--- config.mk ---
export PLATFORM = sky130hd
export DESIGN_NAME = alu_ctrl_sequencer
export DESIGN_NICKNAME = d
export VERILOG_FILES = /design/src/rtl/alu_ctrl_sequencer.sv
export SDC_FILE = /design/constraint.sdc
export NUM_CORES = 1
export LEC_CHECK = 0
export CAP_MARGIN = 20
export CORE_MARGIN = 1
export CORE_UTILIZATION = 39
export CTS_CLUSTER_SIZE = 30
export DETAILED_ROUTE_END_ITERATION = 8
export GPL_TIMING_DRIVEN = 0
export PLACE_DENSITY_LB_ADDON = 0.05
export SKIP_LAST_GASP = 1
export SYNTH_ARGS = -nofsm -noshare
export SYNTH_HDL_FRONTEND = slang
export SYNTH_SLANG_ARGS = --single-unit
--- constraint.sdc ---
create_clock -name CLK -period 1.6 [get_ports CLK]
set_clock_uncertainty 0.15 [all_clocks]
set_input_delay 0.32 -clock CLK [delete_from_list [all_inputs] [get_ports CLK]]
set_output_delay 0.32 -clock CLK [all_outputs]
set_load 0.02 [all_outputs]
--- src/rtl/alu_ctrl_sequencer.sv ---
// Multi-phase ALU control sequencer: IDLE -> [ADDR] -> EXEC -> [INCDEC] -> DONE.
// Optional freeze input enabled by defining ALU_SEQ_STALL_EN.
module alu_ctrl_sequencer (
  input  logic       CLK,
  input  logic       RST,
  input  logic       REQ,
  input  logic       OP_ADDR,
  input  logic       OP_MOV,
  input  logic       OP_INCDEC,
  input  logic       OP_DEC,
  input  logic [3:0] CTRL_IN,
`ifdef ALU_SEQ_STALL_EN
  input  logic       STALL,
`endif
  output logic       BUSY,
  output logic       ACK,
  output logic       ADDRESS_MODE,
  output logic       INTERNAL_MOV,
  output logic       INTERNAL_INC_DEC,
  output logic       INTERNAL_DEC,
  output logic [3:0] CTRL_OUT,
  output logic [2:0] PHASE
);

  typedef enum logic [2:0] {
    IDLE   = 3'd0,
    ADDR   = 3'd1,
    EXEC   = 3'd2,
    INCDEC = 3'd3,
    DONE   = 3'd4
  } state_e;

  state_e     state_q, state_d;
  logic       addr_q, addr_d;
  logic       mov_q, mov_d;
  logic       incdec_q, incdec_d;
  logic       dec_q, dec_d;
  logic [3:0] ctrl_q, ctrl_d;
  logic       stall;

`ifdef ALU_SEQ_STALL_EN
  assign stall = STALL;
`else
  assign stall = 1'b0;
`endif

  always_ff @(posedge CLK) begin
    if (RST) begin
      state_q  <= IDLE;
      addr_q   <= 1'b0;
      mov_q    <= 1'b0;
      incdec_q <= 1'b0;
      dec_q    <= 1'b0;
      ctrl_q   <= 4'h0;
    end else begin
      state_q  <= state_d;
      addr_q   <= addr_d;
      mov_q    <= mov_d;
      incdec_q <= incdec_d;
      dec_q    <= dec_d;
      ctrl_q   <= ctrl_d;
    end
  end

  always_comb begin
    state_d  = state_q;
    addr_d   = addr_q;
    mov_d    = mov_q;
    incdec_d = incdec_q;
    dec_d    = dec_q;
    ctrl_d   = ctrl_q;
    case (state_q)
      IDLE: begin
        if (REQ) begin
          addr_d   = OP_ADDR;
          mov_d    = OP_MOV;
          incdec_d = OP_INCDEC;
          dec_d    = OP_DEC;
          ctrl_d   = CTRL_IN;
          state_d  = OP_ADDR ? ADDR : EXEC;
        end
      end
      ADDR:    if (!stall) state_d = EXEC;
      EXEC:    if (!stall) state_d = incdec_q ? INCDEC : DONE;
      INCDEC:  if (!stall) state_d = DONE;
      DONE:    if (!stall) state_d = IDLE;
      default: state_d = IDLE;
    endcase
  end

  // Outputs depend only on registered state and latched fields.
  always_comb begin
    BUSY             = 1'b0;
    ACK              = 1'b0;
    ADDRESS_MODE     = 1'b0;
    INTERNAL_MOV     = 1'b0;
    INTERNAL_INC_DEC = 1'b0;
    INTERNAL_DEC     = 1'b0;
    CTRL_OUT         = 4'h0;
    PHASE            = state_q;
    case (state_q)
      ADDR: begin
        BUSY         = 1'b1;
        ADDRESS_MODE = addr_q;
        CTRL_OUT     = ctrl_q;
      end
      EXEC: begin
        BUSY         = 1'b1;
        INTERNAL_MOV = mov_q;
        CTRL_OUT     = ctrl_q;
      end
      INCDEC: begin
        BUSY             = 1'b1;
        INTERNAL_INC_DEC = 1'b1;
        INTERNAL_DEC     = dec_q;
        CTRL_OUT         = ctrl_q;
      end
      DONE: begin
        BUSY = 1'b1;
        ACK  = 1'b1;
      end
      default: ;
    endcase
  end

endmodule

; ---- Yosys cells after proc, flatten, opt, wreduce, memory -nomap -nowiden
; Index checks and enable logic that the tools add are counted.
[classes]
muxes = 11
eq_ne = 5
reduce_logical = 4
[op_table]
columns = cell, n
row1 = $pmux W3 S4, 1
row2 = $eq A3 B2 Y1 const B, 2
row3 = $mux W1, 6
row4 = $mux W3, 2
row5 = $mux W4, 1
row6 = $reduce_or A4 Y1, 1
row7 = $eq A3 B1 Y1 const B, 1
row8 = $eq A3 B3 Y1 const B, 1
row9 = $logic_not A3 Y1, 1
row10 = $reduce_or A3 Y1, 1
row11 = $mux W2, 1
row12 = $ne A2 B2 Y1 const B, 1
row13 = $reduce_and A2 Y1, 1
[word_totals]
wordCells = 26
ff_bits = 11
out_inout_bits = 13
inputBits = 11

; ---- Logic depth before layout (Yosys ltp)
; Gate-level depths: netlist of the first run.
[depth]
word_depth = 3
ltp_mapped = 5
mapped_depth_nobuf = 3

; ---- Least setup slack after synthesis of the first run
; No wires, ideal clock.
[synth_path]
path_type = reg-to-output
start = register state_q[1], in the netlist PHASE[1]
end = output port INTERNAL_DEC
n_path_buf = 1
stages_incl_launch_ff = 4
arrival_time_ns = 1.249
t_required_ns = 1.130
slack_ns = -0.119
cell_sequence = dfxtp_1 buf_2 and3b_1 and2_1
[synth_between]
elab_chain_cells = 2
[synth_lines]
columns = item, line
row1 = from (decl), 33  ; state_e state_q, state_d;
row2 = from (signal assigned), 56  ; state_q <= state_d;
row3 = $eq A3 B2 Y1, 101  ; case (state_q)
row4 = $mux W1, 101
row5 = to (decl), 20  ; output logic INTERNAL_DEC,
; Every way passes these cells.

; ---- Worst setup path in the final report of the first run
[layout_path]
start = register state_q[1], in the netlist PHASE[1]
end = output port CTRL_OUT[2]
[layout_between]
elab_chain_cells = 3
elab_cells_between_ends = 5
cone_classes = eq/ne (3) / mux (1) / reduce/logical (1)
[layout_lines]
columns = item, line
row1 = $eq A3 B2 Y1 or $eq A3 B1 Y1 (tied branches), 101
row2 = $reduce_or A3 Y1 (no source line) *, n/a
row3 = $mux W4 *, 101
row4 = to (decl), 21  ; output logic [3:0] CTRL_OUT,
; Mark *: on every way between the ends. The rest lies on a longest branch, timed or not.

==> results.md, run 1 <==
| Quantity | This run | Unit |
|:---|:---|:---|
| Area used by multi-input combinational logic | 347 | sq um |
| Nets | 108 | - |
| Worst hold path startpoint | ctrl_q[0] | - |
| Upper clock frequency limit | 0.622 | GHz |
| Utilization of the core after routing | 72.9 | % |
| Headroom to the max-slew limit | 64.4 | % |
| Largest net degree at the start of global routing | 11 | - |
| WS Path Type | register to primary output | - |
| Clock Tree Buf Depth | 2 | - |
| Reg-to-reg setup timing slack | 0.07 | ns |
| DRC marker count from the first detailed-route iteration | 4 | - |
| Class of the tightest hold or removal check | register to register | - |
| Ordered list of cells on the worst path | nor2_4, nor2_4, and2_4, buf_6 | - |
| Global routing usage on met2 | 30.0 | % |
| Count of distinct cell types in the synthesized netlist | 21 | - |
| # setup viols final | 5 | - |
| Met3 Resource Use GR | 5.20 | % |
| Hold Path End | ctrl_q[0] | - |
| Final count of hold timing violations | 0 | - |
| Count of H-tree levels built during CTS | 1 | - |
| Antenna diodes | 0 | - |
| Cell types with the largest area share after synthesis | sky130_fd_sc_hd__dfxtp_1 (41%), sky130_fd_sc_hd__nand2_1 (12%), sky130_fd_sc_hd__a21oi_1 (7.4%) | - |
| Detailed placer's ending HPWL | 774 | um |
| Count of input and output buffers | 22 | - |
| Min setup slack post-route | -0.00788 | ns |
| Status | finished with violations | - |
| Share of the yosys chip area belonging to registers | 40.9 | % |
| VDD IR-drop max | 0.840 | mV |
| PwrDens | 802 | nW/um^2 |
| Via/cell ratio | 4.81 | - |
| Failing checks | negative setup slack | - |
| Data arrival time of the worst path | 1.14 | ns |
| Total count of max-transition violations in the final report | 0 | - |
| Site Rows | 13 | - |
| Fraction of layout cells with a size suffix above 1 | 50.0 | % |
| Max-cap check violation count | 0 | - |
| Number of instances on the worst hold path | 2 | - |
| Final min period | 1.61 | ns |
| Post-Synthesis Cell Area | 538 | sq um |
| Most Used Layer, Global Route | met2 | - |
| Post-Synthesis Cells | 63 | - |
| Most used cell along the critical path | sky130_fd_sc_hd__nor2_4 | - |
| Worst r2r src | PHASE[1] | - |
| Number of antenna violations at the first check in global routing | 0 | - |
| TritonCTS clock tree | built | - |
| Setup repair after global routing missed its margin | yes | - |
| Remaining antenna violation count | 0 | - |
| Clock-pin slew of the registers on the worst-case setup and hold paths | 0.07 | ns |
| Via count of the first global-routing pass | 435 | - |
| Depth of the most critical reg-to-reg path | 6 | - |
| Area growth from synthesis to layout | 74.2 | % |
| Core Box Area | 1280 | sq um |
| Post-route fraction of the period consumed by the critical path | 100 | % |
| Critical path's slowest cell | sky130_fd_sc_hd__dfxtp_2 | - |
| Mean cell area of the mapped netlist | 8.54 | sq um |
| First-pass GRT wire length | 1840 | um |
| Startpoint Class | register | - |
| Share of the synthesized area in the top cell type | 40.9 | % |
| Fillcell total | 102 | - |
| Footprint of the flip-flops and latches | 229 | sq um |
| Post-synthesis sequential element count | 11 | - |
| Initial Util | 41.9 | % |
| Count of pins on the block boundary | 24 | - |
| Critical Path Max Stage Delay | 0.42 | ns |
| Via count | 534 | - |
| Routing usage on met1 | 22.1 | % |
| Number of hold buffers added after cts | 0 | - |
| Post-Route Setup TNS | -0.0357 | ns |
| Source-to-sink clock delay at the later pin of the worst-skew pair | 0.26 | ns |
| Yosys Warn Count | 0 | - |
| Detailed-route DRC error count | 0 | - |
| CP required | 1.13 | ns |
| Overall die height | 39.1 | um |
| Final Routed Wirelength | 1240 | um |
| Final global-route overflow total | 0 | - |
| GRT Total Usage | 18.7 | % |
| Critical path endpoint category | primary output | - |
| Total die area | 1530 | sq um |
| Max FO, Critical Path | 7 | - |
| Clock root cell | sky130_fd_sc_hd__clkbuf_4 | - |
| Actual slew at the worst max-slew pin | 0.534 | ns |
| Leak | 0.406 | nW |
| Cell type with the highest aggregate area in the netlist | sky130_fd_sc_hd__dfxtp_1 | - |
| Total iterations of the first detailed-routing run | 3 | - |
| Final estimated routing congestion in global placement | 0.712 | - |
| Syn_nets | 74 | - |
| Number of buffers created by CTS | 3 | - |
| Critical register-to-register path endpoint | mov_q | - |
| Die Width | 39.1 | um |
| Clock sinks | 11 | - |
| Wire per inst | 11.2 | um |
-- cell families after synthesis --
group	count (synthesis)	synth area share [%]
and+or+nand+nor	36	39.5
DFF	11	40.9
AOI/OAI and AO/OA	9	8.84
buffers and inverters	5	7.21
xor gates and xnor gates	1	1.63
muxes	1	1.86
-- per-stage QoR --
stage / setup slack (ns) / hold WS, ns / std cells / area [sq um] / total power [mW]
6_report: -0.00788 / 0.307 / 111 / 937 / 0.752
5_1_grt: -0.0675 / 0.327 / 111 / 937 / 0.793
4_1_cts: -0.0832 / 0.307 / 110 / 883 / 0.736
3_5_place_dp: -0.425 / 0.292 / 100 / 782 / 0.519
3_3_place_gp: -0.417 / 0.289 / 100 / 782 / 0.515
2_1_floorplan: 0.00679 / 0.282 / 63 / 543 / 0.439
-- repair_timing --
| action | in CTS | in global routing |
|---|---|---|
| endpoints found under the hold margin | 0 | 0 |
| setup buffers | 5 | 4 |
| gates cloned | 1 | 0 |
| setup endpoints to repair | 13 | 18 |
| resized for setup | 74 | 18 |
| pin swaps | 5 | 14 |
-- synth_stat cells --
master,instances
sky130_fd_sc_hd__xnor2_1,1
sky130_fd_sc_hd__and3b_1,1
sky130_fd_sc_hd__dfxtp_1,11
sky130_fd_sc_hd__nor4bb_1,1
sky130_fd_sc_hd__buf_4,1
sky130_fd_sc_hd__nor2_1,2
sky130_fd_sc_hd__or3_1,1
sky130_fd_sc_hd__nor3b_1,1
sky130_fd_sc_hd__a21oi_1,8
sky130_fd_sc_hd__clkbuf_1,1
sky130_fd_sc_hd__or4b_4,1
sky130_fd_sc_hd__a211oi_1,1
sky130_fd_sc_hd__buf_2,1
sky130_fd_sc_hd__buf_6,2
sky130_fd_sc_hd__nor3_1,3
sky130_fd_sc_hd__and4bb_2,1
sky130_fd_sc_hd__nand2_1,17
sky130_fd_sc_hd__nor4b_4,1
sky130_fd_sc_hd__nand2b_1,1
sky130_fd_sc_hd__mux2i_1,1
sky130_fd_sc_hd__and2_1,6
-- sequential cells by signal, summed over array words and instances (netlist names) --
register / count
ctrl_q: 4
PHASE: 3
addr_q: 1
dec_q: 1
incdec_q: 1
mov_q: 1
-- layer usage --
| metal | wire (um) | up-vias |
|---|---|---|
| li1 | - | 279 |
| met5 | 0 | - |
| met3 | 47 | 0 |
| met1 | 584 | 241 |
| met4 | 0 | 0 |
| met2 | 610 | 14 |
-- report_power, final --
group	leakage, nW	internal [mW]	switching (mW)
combinational	0.299	0.133	0.114
clock	0.0150	0.0961	0.0886
sequential	0.0921	0.297	0.0236
-- final cells by class --
class	count	area share (%)
Clock buffer	4	2.80
Buffer	2	1.60
Tap cell	15	2.00
Multi-Input combinational cell	47	37.0
Timing Repair Buffer	32	32.2
Sequential cell	11	24.4
-- worst max-delay path: cells and delay by family, from the launching register on --
kind	cells	cell delay, ns
DFF	1	0.42
and+or+nand+nor	3	0.35
buffers and inverters	1	0.10
-- cells in the final DEF (no fill, tap or decap) --
| cell | count |
|---|---|
| sky130_fd_sc_hd__buf_6 | 11 |
| sky130_fd_sc_hd__nor3_4 | 1 |
| sky130_fd_sc_hd__buf_2 | 2 |
| sky130_fd_sc_hd__and2_4 | 5 |
| sky130_fd_sc_hd__nor3_1 | 2 |
| sky130_fd_sc_hd__clkdlybuf4s50_1 | 8 |
| sky130_fd_sc_hd__and4bb_2 | 1 |
| sky130_fd_sc_hd__and2_1 | 1 |
| sky130_fd_sc_hd__nor4bb_1 | 1 |
| sky130_fd_sc_hd__clkbuf_1 | 2 |
| sky130_fd_sc_hd__nor4b_4 | 1 |
| sky130_fd_sc_hd__clkbuf_4 | 3 |
| sky130_fd_sc_hd__a21oi_1 | 4 |
| sky130_fd_sc_hd__nand2_1 | 12 |
| sky130_fd_sc_hd__and3b_2 | 1 |
| sky130_fd_sc_hd__dfxtp_1 | 8 |
| sky130_fd_sc_hd__a211oi_1 | 1 |
| sky130_fd_sc_hd__a21oi_2 | 4 |
| sky130_fd_sc_hd__or4b_4 | 1 |
| sky130_fd_sc_hd__dfxtp_2 | 1 |
| sky130_fd_sc_hd__nand2_2 | 5 |
| sky130_fd_sc_hd__dfxtp_4 | 2 |
| sky130_fd_sc_hd__mux2i_1 | 1 |
| sky130_fd_sc_hd__dlygate4sd2_1 | 3 |
| sky130_fd_sc_hd__xnor2_1 | 1 |
| sky130_fd_sc_hd__nand2b_1 | 1 |
| sky130_fd_sc_hd__nor2_4 | 2 |
| sky130_fd_sc_hd__dlymetal6s2s_1 | 1 |
| sky130_fd_sc_hd__or3_1 | 1 |
| sky130_fd_sc_hd__buf_4 | 8 |
| sky130_fd_sc_hd__nor3b_1 | 1 |
-- how the worst max path moves through the flow --
stage | to | from | depth (start not counted) | slack [ns]
6_report | CTRL_OUT[2] | PHASE[1] | 4 | -0.008
4_1_cts | ctrl_q[1] | PHASE[2] | 6 | -0.08
5_1_grt | CTRL_OUT[2] | PHASE[1] | 4 | -0.07
3_5_place_dp | CTRL_OUT[1] | PHASE[1] | 5 | -0.43
2_1_floorplan | INTERNAL_DEC | PHASE[2] | 3 | 0.007
3_3_place_gp | CTRL_OUT[1] | PHASE[1] | 5 | -0.42
Power figures use the tool's default switching activity.
==> inputs of run 2 (changes only) <==
--- a/config.mk
+++ b/config.mk
@@ -13,6 +13,7 @@
 export GPL_TIMING_DRIVEN = 0
 export PLACE_DENSITY_LB_ADDON = 0.05
 export SKIP_LAST_GASP = 1
+export SLEW_MARGIN = 30
 export SYNTH_ARGS = -nofsm -noshare
 export SYNTH_HDL_FRONTEND = slang
 export SYNTH_SLANG_ARGS = --single-unit
==> results of run 2 <==
No change in the layout: final DEF, timing and power equal those of run 1.
